--- src/rtl/rv32i_mtimer_pkg.sv ---
// -----------------------------------------------------------------------------
// rv32i_mtimer_pkg
//   Shared constants for the machine timer peripheral: register offsets on the
//   memory-mapped bus port, CTRL field positions and the mtime width.
//   Imported by rv32i_mtimer and mtimer_prescaler.
// -----------------------------------------------------------------------------
package rv32i_mtimer_pkg;

  // Width of the mtime / mtimecmp counters.
  localparam int MTIME_W = 48;

  // Byte offsets of the mapped registers. Only bits [4:2] take part in
  // decoding; bits [1:0] of the bus address are ignored.
  localparam logic [4:0] MTIMER_OFF_MTIME_LO = 5'h00;
  localparam logic [4:0] MTIMER_OFF_MTIME_HI = 5'h04;
  localparam logic [4:0] MTIMER_OFF_CMP_LO   = 5'h08;
  localparam logic [4:0] MTIMER_OFF_CMP_HI   = 5'h0C;
  localparam logic [4:0] MTIMER_OFF_CTRL     = 5'h10;

  // CTRL register layout: bit0 EN, DIV starts at bit 8.
  localparam int CTRL_EN_BIT  = 0;
  localparam int CTRL_DIV_LSB = 8;

  // Width of the high half of mtime as seen on the bus.
  localparam int MTIME_HI_W = MTIME_W - 32;

endpackage

--- src/rtl/rv32i_mtimer_prescaler.sv ---
// -----------------------------------------------------------------------------
// mtimer_prescaler
//   Divides the core clock down to the mtime tick rate. While enabled the
//   count advances every cycle; when it equals DIV a one-cycle tick fires and
//   the count restarts at 0, so the tick period is DIV+1 cycles (DIV=0 ticks
//   every cycle). Disabling freezes the count.
//
// Ports:
//   clk   in   clock
//   rst   in   synchronous active-high reset
//   en    in   CTRL.EN
//   div   in   CTRL.DIV, PRESC_W bits
//   clear in   restart the count at 0 (software wrote CTRL)
//   tick  out  one-cycle increment request for mtime
// -----------------------------------------------------------------------------
module mtimer_prescaler #(
  parameter int PRESC_W = 8
) (
  input  logic               clk,
  input  logic               rst,
  input  logic               en,
  input  logic [PRESC_W-1:0] div,
  input  logic               clear,
  output logic               tick
);

  logic [PRESC_W-1:0] count_q;

  // A CTRL write restarts the divider, so no tick is issued in that cycle;
  // the first tick after the write arrives DIV+1 cycles later.
  assign tick = en && !clear && (count_q == div);

  always_ff @(posedge clk) begin
    if (rst || clear) begin
      count_q <= '0;
    end else if (en) begin
      if (tick) begin
        count_q <= '0;
      end else begin
        count_q <= count_q + PRESC_W'(1);
      end
    end
  end

endmodule

--- src/rtl/rv32i_mtimer.sv ---
// -----------------------------------------------------------------------------
// rv32i_mtimer
//   Machine timer peripheral feeding the CSR file. Keeps the 48-bit mtime
//   count, compares it against mtimecmp to produce MTIP (timer_interrupt), and
//   exposes mtime, mtimecmp and CTRL through a single-cycle bus port.
//
//   Register map (byte offsets, bits [1:0] ignored):
//     0x00 MTIME_LO  mtime[31:0]
//     0x04 MTIME_HI  mtime[47:32] in bits [15:0]
//     0x08 CMP_LO    mtimecmp[31:0]
//     0x0C CMP_HI    mtimecmp[47:32] in bits [15:0]
//     0x10 CTRL      bit0 EN, bits[8+PRESC_W-1:8] DIV
//     0x14-0x1C      unmapped: bus_err=1, rdata=0, writes ignored
//
//   Bus handshake: an access is a one-cycle bus_valid pulse (bus_we selects
//   write). Exactly one cycle later bus_rvalid pulses with bus_rdata and
//   bus_err. There is no back-pressure; a new access may be issued every
//   cycle. Reads return register contents from before any same-cycle update.
//   An access presented while rst is high is dropped.
//
//   Optional feature, macro MTIMER_ATOMIC_HI_EN: a MTIME_LO read snapshots
//   mtime[47:32] into a shadow register and MTIME_HI reads return the shadow,
//   giving a tear-free 48-bit read. Without the macro MTIME_HI reads are live.
//
// Ports:
//   clk, rst                 clock, synchronous active-high reset
//   bus_valid/we/addr/wdata  access request from the LSU/bus fabric
//   bus_rvalid/rdata/err     response, one cycle after bus_valid
//   mtime                    current 48-bit count to the CSR file
//   timer_interrupt          MTIP to the CSR file (mip[7])
// -----------------------------------------------------------------------------
module rv32i_mtimer
  import rv32i_mtimer_pkg::*;
#(
  parameter int                 PRESC_W       = 8,
  parameter logic [MTIME_W-1:0] CMP_RESET     = 48'hFFFF_FFFF_FFFF,
  parameter logic               CTRL_EN_RESET = 1'b1
) (
  input  logic               clk,
  input  logic               rst,
  input  logic               bus_valid,
  input  logic               bus_we,
  input  logic [4:0]         bus_addr,
  input  logic [31:0]        bus_wdata,
  output logic               bus_rvalid,
  output logic [31:0]        bus_rdata,
  output logic               bus_err,
  output logic [MTIME_W-1:0] mtime,
  output logic               timer_interrupt
);

  // ---------------------------------------------------------------------------
  // State
  // ---------------------------------------------------------------------------
  logic [MTIME_W-1:0] mtime_q;
  logic [MTIME_W-1:0] cmp_q;
  logic               en_q;
  logic [PRESC_W-1:0] div_q;
  logic               irq_q;
  logic               rvalid_q;
  logic [31:0]        rdata_q;
  logic               err_q;

  // ---------------------------------------------------------------------------
  // Address decode
  // ---------------------------------------------------------------------------
  logic [2:0] word;
  logic       sel_mtime_lo;
  logic       sel_mtime_hi;
  logic       sel_cmp_lo;
  logic       sel_cmp_hi;
  logic       sel_ctrl;
  logic       mapped;
  logic       acc_wr;
  logic       acc_rd;

  assign word         = bus_addr[4:2];
  assign sel_mtime_lo = (word == MTIMER_OFF_MTIME_LO[4:2]);
  assign sel_mtime_hi = (word == MTIMER_OFF_MTIME_HI[4:2]);
  assign sel_cmp_lo   = (word == MTIMER_OFF_CMP_LO[4:2]);
  assign sel_cmp_hi   = (word == MTIMER_OFF_CMP_HI[4:2]);
  assign sel_ctrl     = (word == MTIMER_OFF_CTRL[4:2]);
  assign mapped       = sel_mtime_lo | sel_mtime_hi | sel_cmp_lo |
                        sel_cmp_hi | sel_ctrl;

  assign acc_wr = bus_valid &&  bus_we;
  assign acc_rd = bus_valid && !bus_we;

  logic wr_mtime_lo;
  logic wr_mtime_hi;
  logic wr_cmp_lo;
  logic wr_cmp_hi;
  logic wr_ctrl;

  assign wr_mtime_lo = acc_wr && sel_mtime_lo;
  assign wr_mtime_hi = acc_wr && sel_mtime_hi;
  assign wr_cmp_lo   = acc_wr && sel_cmp_lo;
  assign wr_cmp_hi   = acc_wr && sel_cmp_hi;
  assign wr_ctrl     = acc_wr && sel_ctrl;

  // Byte-lane bits of the address carry no meaning here.
  logic unused_addr_bits;
  assign unused_addr_bits = ^bus_addr[1:0];

  // ---------------------------------------------------------------------------
  // Prescaler
  // ---------------------------------------------------------------------------
  logic tick;

  mtimer_prescaler #(
    .PRESC_W (PRESC_W)
  ) u_prescaler (
    .clk   (clk),
    .rst   (rst),
    .en    (en_q),
    .div   (div_q),
    .clear (wr_ctrl),
    .tick  (tick)
  );

  // ---------------------------------------------------------------------------
  // mtime: a software write to either half takes priority over a tick in the
  // same cycle; the untouched half keeps its pre-write value.
  // ---------------------------------------------------------------------------
  always_ff @(posedge clk) begin
    if (rst) begin
      mtime_q <= '0;
    end else if (wr_mtime_lo) begin
      mtime_q[31:0] <= bus_wdata;
    end else if (wr_mtime_hi) begin
      mtime_q[MTIME_W-1:32] <= bus_wdata[MTIME_HI_W-1:0];
    end else if (tick) begin
      mtime_q <= mtime_q + MTIME_W'(1);
    end
  end

  // ---------------------------------------------------------------------------
  // mtimecmp and CTRL
  // ---------------------------------------------------------------------------
  always_ff @(posedge clk) begin
    if (rst) begin
      cmp_q <= CMP_RESET;
    end else if (wr_cmp_lo) begin
      cmp_q[31:0] <= bus_wdata;
    end else if (wr_cmp_hi) begin
      cmp_q[MTIME_W-1:32] <= bus_wdata[MTIME_HI_W-1:0];
    end
  end

  always_ff @(posedge clk) begin
    if (rst) begin
      en_q  <= CTRL_EN_RESET;
      div_q <= '0;
    end else if (wr_ctrl) begin
      en_q  <= bus_wdata[CTRL_EN_BIT];
      div_q <= bus_wdata[CTRL_DIV_LSB +: PRESC_W];
    end
  end

  // ---------------------------------------------------------------------------
  // Interrupt: registered compare of the current register values. It is a
  // level and does not depend on EN, so a frozen timer past its deadline keeps
  // MTIP asserted.
  // ---------------------------------------------------------------------------
  always_ff @(posedge clk) begin
    if (rst) begin
      irq_q <= 1'b0;
    end else begin
      irq_q <= (mtime_q >= cmp_q);
    end
  end

  // ---------------------------------------------------------------------------
  // High-half read source
  // ---------------------------------------------------------------------------
  logic [MTIME_HI_W-1:0] hi_read;

`ifdef MTIMER_ATOMIC_HI_EN
  // Snapshot of the high half taken on every MTIME_LO read, so a LO-then-HI
  // read pair observes one consistent 48-bit value even across a carry.
  logic [MTIME_HI_W-1:0] shadow_q;

  always_ff @(posedge clk) begin
    if (rst) begin
      shadow_q <= '0;
    end else if (acc_rd && sel_mtime_lo) begin
      shadow_q <= mtime_q[MTIME_W-1:32];
    end
  end

  assign hi_read = shadow_q;
`else
  assign hi_read = mtime_q[MTIME_W-1:32];
`endif

  // ---------------------------------------------------------------------------
  // Read mux
  // ---------------------------------------------------------------------------
  logic [31:0] ctrl_word;
  logic [31:0] rd_word;

  always_comb begin
    ctrl_word                            = '0;
    ctrl_word[CTRL_EN_BIT]               = en_q;
    ctrl_word[CTRL_DIV_LSB +: PRESC_W]   = div_q;
  end

  always_comb begin
    rd_word = '0;
    if (sel_mtime_lo) begin
      rd_word = mtime_q[31:0];
    end else if (sel_mtime_hi) begin
      rd_word[MTIME_HI_W-1:0] = hi_read;
    end else if (sel_cmp_lo) begin
      rd_word = cmp_q[31:0];
    end else if (sel_cmp_hi) begin
      rd_word[MTIME_HI_W-1:0] = cmp_q[MTIME_W-1:32];
    end else if (sel_ctrl) begin
      rd_word = ctrl_word;
    end
  end

  // ---------------------------------------------------------------------------
  // Response: one cycle after the request. Writes and idle cycles leave
  // rdata at 0 so stale read data never lingers on the bus.
  // ---------------------------------------------------------------------------
  always_ff @(posedge clk) begin
    if (rst) begin
      rvalid_q <= 1'b0;
      rdata_q  <= '0;
      err_q    <= 1'b0;
    end else begin
      rvalid_q <= bus_valid;
      rdata_q  <= acc_rd ? rd_word : 32'h0;
      err_q    <= bus_valid && !mapped;
    end
  end

  assign bus_rvalid      = rvalid_q;
  assign bus_rdata       = rdata_q;
  assign bus_err         = err_q;
  assign mtime           = mtime_q;
  assign timer_interrupt = irq_q;

endmodule

--- config.mk ---
export PLATFORM = sky130hd
export DESIGN_NAME = rv32i_mtimer
export DESIGN_NICKNAME = d
export VERILOG_FILES = /design/src/rtl/rv32i_mtimer_pkg.sv /design/src/rtl/rv32i_mtimer_prescaler.sv /design/src/rtl/rv32i_mtimer.sv
export SDC_FILE = /design/constraint.sdc
export NUM_CORES = 1
export LEC_CHECK = 0
export ABC_AREA = 1
export CAP_MARGIN = 30
export CORE_MARGIN = 10
export CORE_UTILIZATION = 25
export CTS_BUF_LIST = sky130_fd_sc_hd__clkbuf_4 sky130_fd_sc_hd__clkbuf_8 sky130_fd_sc_hd__clkbuf_16
export DETAILED_ROUTE_END_ITERATION = 8
export DONT_BUFFER_PORTS = 1
export HOLD_SLACK_MARGIN = 0.03
export PLACE_DENSITY = 0.35
export SLEW_MARGIN = 20
export SYNTH_ARGS = -nofsm -noshare
export SYNTH_HDL_FRONTEND = slang
export SYNTH_SLANG_ARGS = --single-unit
--- constraint.sdc ---
create_clock -name clk -period 3.25 [get_ports clk]
set_input_delay 0.4875 -clock clk [delete_from_list [all_inputs] [get_ports clk]]
set_output_delay 0.4875 -clock clk [all_outputs]
set_load 0.005 [all_outputs]
Word-level counts from Yosys, hierarchy flattened
Cells that the tools add are included.
{ "totals": {"ff_bits": 148, "inputBits": 41} }
{ "op_classes": {"addsub": 2, "n_lt_le_gt_ge": 1, "n_eq_ne": 6, "mux": 11, "bitwise_logic": 7, "reduce_logical": 21} }
{ "op_table": {"columns": ["operator", "n"], "rows": [
  ["2-to-1 mux 32 bit", 4],
  ["2-to-1 mux 16 bit", 5],
  ["adder 48 x 1 -> 48 bit (second input constant)", 1],
  [">= comparator 48 bit", 1],
  ["2-to-1 mux 48 bit", 1],
  ["logical AND 1 bit", 10],
  ["adder 8 x 1 -> 8 bit (second input constant)", 1],
  ["== test 8 bit", 1],
  ["2-to-1 mux 8 bit", 1],
  ["== test 3 x 2 -> 1 bit (second input constant)", 2],
  ["AND reduction 2 bit", 3],
  ["bitwise OR 1 bit", 4],
  ["nonzero test 2 bit", 2],
  ["== test 3 x 1 -> 1 bit (second input constant)", 1],
  ["== test 3 bit (second input constant)", 1],
  ["zero test 1 bit", 3],
  ["zero test 3 bit", 1],
  ["NOT 1 bit", 3],
  ["inequality test 2 bit (second input constant)", 1],
  ["OR reduction 2 bit", 1],
  ["logical OR 1 bit", 1]
]} }

Longest topological paths before layout
Gate-level depths: netlist of the first run.
{ "logic_depth": {"ltp_word": 8, "ltp_mapped": 13, "depth_no_buf": 13} }

Hierarchy
Synthesis of the first run repeated with hierarchy kept, for this count alone.
{ "unflattened": {"hier_cells": 1322, "area_unflattened_um2": 8698.3} }
{ "modules_own_cells": {"columns": ["mod", "instances", "cells_each", "area_each_um2", "seq_area_each_um2"], "rows": [
  ["rv32i_mtimer", 1, 1241, 8151.6, 2802.7],
  ["mtimer_prescaler", 1, 81, 546.8, 160.2]
]} }

Worst setup path before layout of the first run
OpenSTA, ideal clock, no wires.
{ "synth_timing": {"path_kind": "flip-flop to flip-flop", "start": "register mtime_q[1] (netlist: mtime[1])", "end": "register mtime_q[34] (netlist: mtime[34])", "setup_ps": 133, "arrival_ps": 1614, "required_ps": 3117, "setup_slack_ps": 1502, "stages_incl_launch_ff": 13, "period_less_slack_ps": 1748, "path_cell_list": "dfxtp_1 > ha_1 > nand3_1 > inv_1 > nand2_1 > nor2_1 > inv_1 > nor2_2 > nand2_1 > nand2_1 > nand3_1 > nand2_1 > a21oi_1"} }
{ "synth_between": {"elab_chain_cells": 3} }
{ "synth_rtl": {"columns": ["item", "line", "text"], "rows": [
  ["start, declared", "rv32i_mtimer.sv:55", "logic [MTIME_W-1:0] mtime_q;"],
  ["start signal, assigned", "rv32i_mtimer.sv:129", "mtime_q[31:0] <= bus_wdata;"],
  ["start signal, assigned by index", "rv32i_mtimer.sv:131", "mtime_q[MTIME_W-1:32] <= bus_wdata[MTIME_HI_W-1:0];"],
  ["start signal, assigned", "rv32i_mtimer.sv:133", "mtime_q <= mtime_q + MTIME_W'(1);"],
  ["adder 48 x 1 -> 48 bit", "rv32i_mtimer.sv:133", null],
  ["2-to-1 mux 48 bit", "rv32i_mtimer.sv:132", "end else if (tick) begin"],
  ["2-to-1 mux 16 bit", "rv32i_mtimer.sv:130", "end else if (wr_mtime_hi) begin"]
]} }
Every way passes these cells. The select of a mux whose other input is x is not followed.
A chain may end at the register's enable or synchronous reset.

Final worst setup path of the first run
{ "layout_timing": {"start": "register mtime_q[1] (netlist: mtime[1])", "end": "register mtime_q[28] (netlist: mtime[28])"} }
{ "layout_between": {"elab_chain_cells": 4} }
{ "layout_rtl": {"columns": ["item", "line", "text"], "rows": [
  ["adder 48 x 1 -> 48 bit", "rv32i_mtimer.sv:133", null],
  ["2-to-1 mux 48 bit", "rv32i_mtimer.sv:132", null],
  ["2-to-1 mux 32 bit", "rv32i_mtimer.sv:130", null],
  ["2-to-1 mux 32 bit", "rv32i_mtimer.sv:128", "end else if (wr_mtime_lo) begin"]
]} }
Every way passes these cells. The select of a mux whose other input is x is not followed.

==> results of run 1 <==
-- path summary, 6_finish.rpt --
kind                            startpoint             to  slack, ps  depth (start not counted)
worst min-delay path                   rst      mtime[11]        100                          1
worst max register to register    mtime[1]      mtime[28]        690                         10
worst min register to register   cmp_q[23]  bus_rdata[23]        460                          2
worst max-delay path              mtime[1]      mtime[28]        690                         10
-- area by class of cell --
cell class                 instances  area (sq um)  share of cell area
multi-input combinational       1024          5130               0.505
clock inverter                    14           164              0.0161
clock buffer                      18           439              0.0432
timing repair buffer              33           260              0.0256
tap                              461           577              0.0568
inverter                         166           626              0.0616
sequential                       148          2960               0.292
-- registers in the layout, summed over array words and instances (netlist names) --
signal,count
en_q,1
cmp_q,48
u_prescaler.count_q,8
div_q,8
timer_interrupt,1
bus_err,1
mtime,48
bus_rvalid,1
bus_rdata,32
-- Yosys cell counts, types with 2 or more instances --
library cell | count | share of area
nand2_1 | 420 | 0.18
nor2_1 | 177 | 0.075
inv_1 | 158 | 0.067
dfxtp_1 | 148 | 0.33
a21oi_1 | 82 | 0.046
nand3_1 | 71 | 0.040
o21ai_0 | 68 | 0.038
ha_1 | 50 | 0.070
o211ai_1 | 49 | 0.041
clkbuf_1 | 27 | 0.011
nand4_1 | 22 | 0.015
buf_2 | 15 | 0.0084
o22ai_1 | 15 | 0.011
nor3_1 | 10 | 0.0056
nand2_2 | 7 | 0.0049
o221ai_1 | 7 | 0.0069
xor2_1 | 6 | 0.0059
nor2_2 | 5 | 0.0035
inv_2 | 4 | 0.0017
nor2_4 | 4 | 0.0051
o21bai_1 | 4 | 0.0034
o31ai_1 | 4 | 0.0034
clkinv_1 | 3 | 0.0013
nand3b_1 | 3 | 0.0025
a21o_1 | 2 | 0.0017
and2_1 | 2 | 0.0014
buf_4 | 2 | 0.0017
buf_6 | 2 | 0.0025
nor3b_1 | 2 | 0.0017
o21ai_1 | 2 | 0.0011
xnor2_1 | 2 | 0.0020
-- power groups by stage --
stage / logic (mW) / clock network (mW) / registers (mW)
6_report: 0.725 / 2.11 / 2.06
5_1_grt: 0.816 / 2.24 / 2.07
4_1_cts: 0.731 / 2.16 / 2.06
3_5_place_dp: 0.726 / 0 / 2.10
3_3_place_gp: 0.721 / 0 / 2.10
2_1_floorplan: 0.508 / 0 / 2.02
-- routing by layer --
metal	share of wire	routed length [microns]	global-route usage	up-vias
met2	0.46	18300	0.291	177
met4	0.0074	292	0.0325	0
met5	0	0	0	-
met3	0.051	2030	0.0398	14
li1	-	-	-	4517
met1	0.48	18900	0.234	4202
-- worst max-delay path, cell delays in order, from the launching register on --
cell     delay [ps]
dfxtp_1         550
ha_1            350
nand3_1         130
inv_1           180
nand2_1         180
nor2_1          280
nand2_1         100
o21ai_0         400
nand3_1         130
nand2_1          80
nor2_1           40
-- logic make-up (layout without fill, tap and decap cells) --
family / after synthesis / count (layout) / synth area share
xor+xnor: 8 / 8 / 0.00786
buf+inv: 213 / 231 / 0.0946
compound gates: 237 / 237 / 0.157
fa+ha+maj: 50 / 50 / 0.0702
simple gates: 729 / 729 / 0.338
flops: 148 / 148 / 0.332
-- stage by stage --
step	setup WS (ps)	instance area, sq um
floorplan	1500	8920
global placement	717	9550
detailed placement	694	9550
CTS	655	10200
global route	328	10200
finish	691	10200
==> metrics.txt, run 1 <==
status completed; PortBufs 0; Reg power frac 0.421; Hold Vio Cnt, Final 0; most frequent cells in the layout nand2_1 (420), nor2_1 (175), inv_1 (158); clk_lat worst skew 460 ps; Clock Pin Slew Worst Setup and Hold Paths 80 ps; Lkg Pwr 4.32 nW; largest net degree at the start of global routing 64; Routed Antenna Nets 0; Final nets 1481; part of the power in combinational logic 0.148; Post-Syn Area 0.00892 sq mm; clock power share 0.431; Tmin final 2560 ps; DIE WIDTH 209 microns; Starting Density 0.252; Non-Filler Instances 1864; Mapped Nets 1476; first-pass GRT wire length 58000 microns; CTS H-Tree Depth 4; total power 4.89 mW; placed cells 1832; hold crit path type in -> reg; Mean Syn Cell Area 6.44 sq um; Cells after Synth 1385; max-slew violations 0; crit end category flip-flop; period utilization 0.787; initial antenna violation count 1; crit-path max FO 6; Seq/Total Area, Yosys 0.332; Hold Slack 102 ps; post-cts hold buffer count 0; Longest Clk Path Bufs 2; highest clock rate 0.391 GHz; vias per cell 4.78; P per Cell Area 482 mW/mm^2; number of synthesized register bits 148; RSZ-0062 raised after global routing no; Post-synth EDFFs 0; vias 8910; final setup TNS 0 ps; Worst Path Arrival 2910 ps; cts repair resizes 0; YS warnings 0; wirelength, routed 39500 microns; total CTS buffers 17; Site Rows 69; detailed placer's ending HPWL 30700 microns; GRT Total Usage 0.177; Util after Layout 0.287; Num Clock Sinks 148; Die H 209 microns; gr ovfl total 0; VDD IR-drop max 375 uV; share of layout cells above drive strength 1 0.0663; Ports 124; Max Cap Violations 0; die footprint 0.0436 sq mm; P_int 3.29 mW; vias in the first global route 8447; DRC errors left 0; initial DRC count 596; fillers 3992; wire per inst 21.2 microns; CP Class reg -> reg; asr flop ratio synth 0; commonest register cell after synthesis dfxtp_1; RD Place Congestion 0.879; worst path required time 3600 ps; commonest non-fill, non-tap cell in the layout nand2_1; First-pass DRT Iterations 5; Critical Path Source Type flip-flop; measured slew at the worst slew-check pin 795 ps; Antenna Diode Count 0; sw frac 0.328; setup bufs post-CTS 0; Psw 1.60 mW; area grow syn2layout 13.9%; Core ar. 0.0354 sq mm; Clock Tree Root clkbuf_16; CTS tree done; clk_skew 21.7 ps; # setup viols final 0; Slew headroom 0.469; number of distinct library cells after synthesis 43
Power figures use the tool's default switching activity.
==> run 2: changes to the inputs <==
==> constraint.sdc (replaced) <==
create_clock -name clk -period 2.4 [get_ports clk]
set_input_delay 0.36 -clock clk [delete_from_list [all_inputs] [get_ports clk]]
set_output_delay 0.36 -clock clk [all_outputs]
set_load 0.005 [all_outputs]
==> run 2 against run 1 <==
  * Power grew 41%
  * First-iteration DRC count grew 5.5%
  * Global-route usage grew 0.86 points
  * Wire length grew 3.7%
  * Core utilization grew 2.0 points
  * Combinational power grew 71%
  * Critical path depth is the same
  * Worst setup slack lost 490 ps
  * Worst hold slack lost 53 ps
  * Register-to-register slack lost 490 ps
  * Count of clock-buffer cells in the layout grew 1
  * Critical endpoint is now mtime[23]
==> metrics.txt, run 2 (same netlist as run 1, synthesis figures left out) <==
DRC errors left 0; RD Place Congestion 0.893; initial antenna violation count 1; commonest non-fill, non-tap cell in the layout nand2_1; VDD IR-drop max 563 uV; wirelength, routed 41000 microns; CTS tree done; gr ovfl total 0; wire per inst 21.2 microns; Core ar. 0.0354 sq mm; Antenna Diode Count 0; largest net degree at the start of global routing 82; Starting Density 0.252; Final nets 1557; most frequent cells in the layout nand2_1 (420), nor2_1 (175), inv_1 (158); PortBufs 0; Max Cap Violations 0; vias in the first global route 8963; Routed Antenna Nets 0; Die H 209 microns; Tmin final 2200 ps; First-pass DRT Iterations 5; total CTS buffers 17; Lkg Pwr 4.71 nW; reg2reg path depth 10; Num Clock Sinks 148; crit-path max FO 10; worst-path cell chain nand2_1 -> nor2_1 -> nand2_1 -> nor2_4 -> inv_1 -> o21bai_1 -> nand3_1 -> nand2_1 -> nand2_1 -> a21oi_1; crit end category flip-flop; worst setup path start mtime[13]; Slew headroom 0.558; post-route design area 0.0109 sq mm; Crit-path slowest cell dfxtp_1; area grow syn2layout 21.8%; first-pass GRT wire length 60800 microns; share of layout cells above drive strength 1 0.0954; Clock Tree Root clkbuf_16; P per Cell Area 637 mW/mm^2; setup bufs post-CTS 0; Clock Pin Slew Worst Setup and Hold Paths 60 ps; die footprint 0.0436 sq mm; clk_lat worst skew 460 ps; worst r2r src mtime[13]; hold path start bus_wdata[19]; DIE WIDTH 209 microns; final setup TNS 0 ps; worst path required time 2780 ps; CP peak stage delay 560 ps; GRT Total Usage 0.186; highest clock rate 0.455 GHz; Site Rows 69; Hold Crit Depth 2; detailed placer's ending HPWL 31200 microns; status completed; Hold Vio Cnt, Final 0; Worst Path Arrival 2580 ps; # setup viols final 0; vias 9235; period utilization 0.916; most used cell, CP nand2_1; Longest Clk Path Bufs 2; vias per cell 4.76; clk_skew 14.7 ps; Ports 124; initial DRC count 629; CP Class reg -> reg; cts repair resizes 0; RSZ-0062 raised after global routing no; hold crit path type in -> reg; CTS H-Tree Depth 4; Critical Path Source Type flip-flop; placed instance area 0.00995 sq mm; measured slew at the worst slew-check pin 661 ps; max-slew violations 0
[run 2: cell count changes in the layout (fill, tap and decap cells not counted), sizes merged]
| cell | delta |
|---|---|
| bufinv | +2 |
| inv | -3 |
| dlygate4sd3 | +27 |
| clkinvlp | -1 |
| buf | +49 |
| clkbuf | +1 |
[run 2: path summary, 6_finish.rpt]
| check | to | slack [ps] |
|---|---|---|
| setup / recovery | mtime[23] | 200 |
| hold / removal | cmp_q[19] | 50 |
| setup reg to reg | mtime[23] | 200 |
| hold reg to reg | bus_rdata[24] | 460 |
[run 2: layer usage]
layer | track usage | wire length (microns) | up-vias
met5 | 0 | 0 | -
met4 | 0.0521 | 721 | 0
met3 | 0.0376 | 2090 | 28
met2 | 0.298 | 18800 | 226
met1 | 0.247 | 19400 | 4316
li1 | - | - | 4665
[run 2: cell type report]
cell class              instances  area [sq um]
multi-input cells            1024          5130
repair buffers                109           948
well taps                     461           577
inverters                     166           626
flip-flops and latches        148          2960
clock buffers                  19           447
fillers                      3979         24500
clock inverters                12           176
[run 2: worst max-delay path, delay by kind of cell (launching register included)]
kind | cells | cell delay, ps
flops | 1 | 560
simple gates | 7 | 1080
buf+inv | 1 | 210
compound gates | 2 | 280
[run 2: where the power goes]
group	internal (mW)	total (mW)	switching, mW
clock network	1.78	2.96	1.18
logic	0.432	1.24	0.803
registers	2.57	2.72	0.157
total	4.77	6.92	2.14
[run 2: timing repair]
action,4_1_cts,5_1_grt
hold buffers,28,0
endpoints found under the hold margin,67,0
setup endpoints to repair,0,0
[run 2: per-stage QoR]
step | setup slack, ps | total power, mW | hold slack [ps] | utilization | std cells
after floorplan | 652 | 3.43 | 441 | - | 1385
after global placement | 275 | 3.95 | 440 | 0.281 | 1880
after detailed placement | 263 | 3.95 | 440 | 0.281 | 1880
after CTS | 234 | 7.00 | 30.3 | 0.307 | 1939
after global routing | 33.8 | 7.24 | 32.2 | 0.307 | 1939
final | 201 | 6.92 | 48.7 | 0.307 | 1939
==> run 3: changes to the inputs <==
--- a/config.mk
+++ b/config.mk
@@ -6,7 +6,7 @@
 export NUM_CORES = 1
 export LEC_CHECK = 0
 export ABC_AREA = 1
-export CAP_MARGIN = 30
+export CAP_MARGIN = 20
 export CORE_MARGIN = 10
 export CORE_UTILIZATION = 25
 export CTS_BUF_LIST = sky130_fd_sc_hd__clkbuf_4 sky130_fd_sc_hd__clkbuf_8 sky130_fd_sc_hd__clkbuf_16
==> results of run 3 <==
Final layout, timing and power as in run 2 (identical DEF).
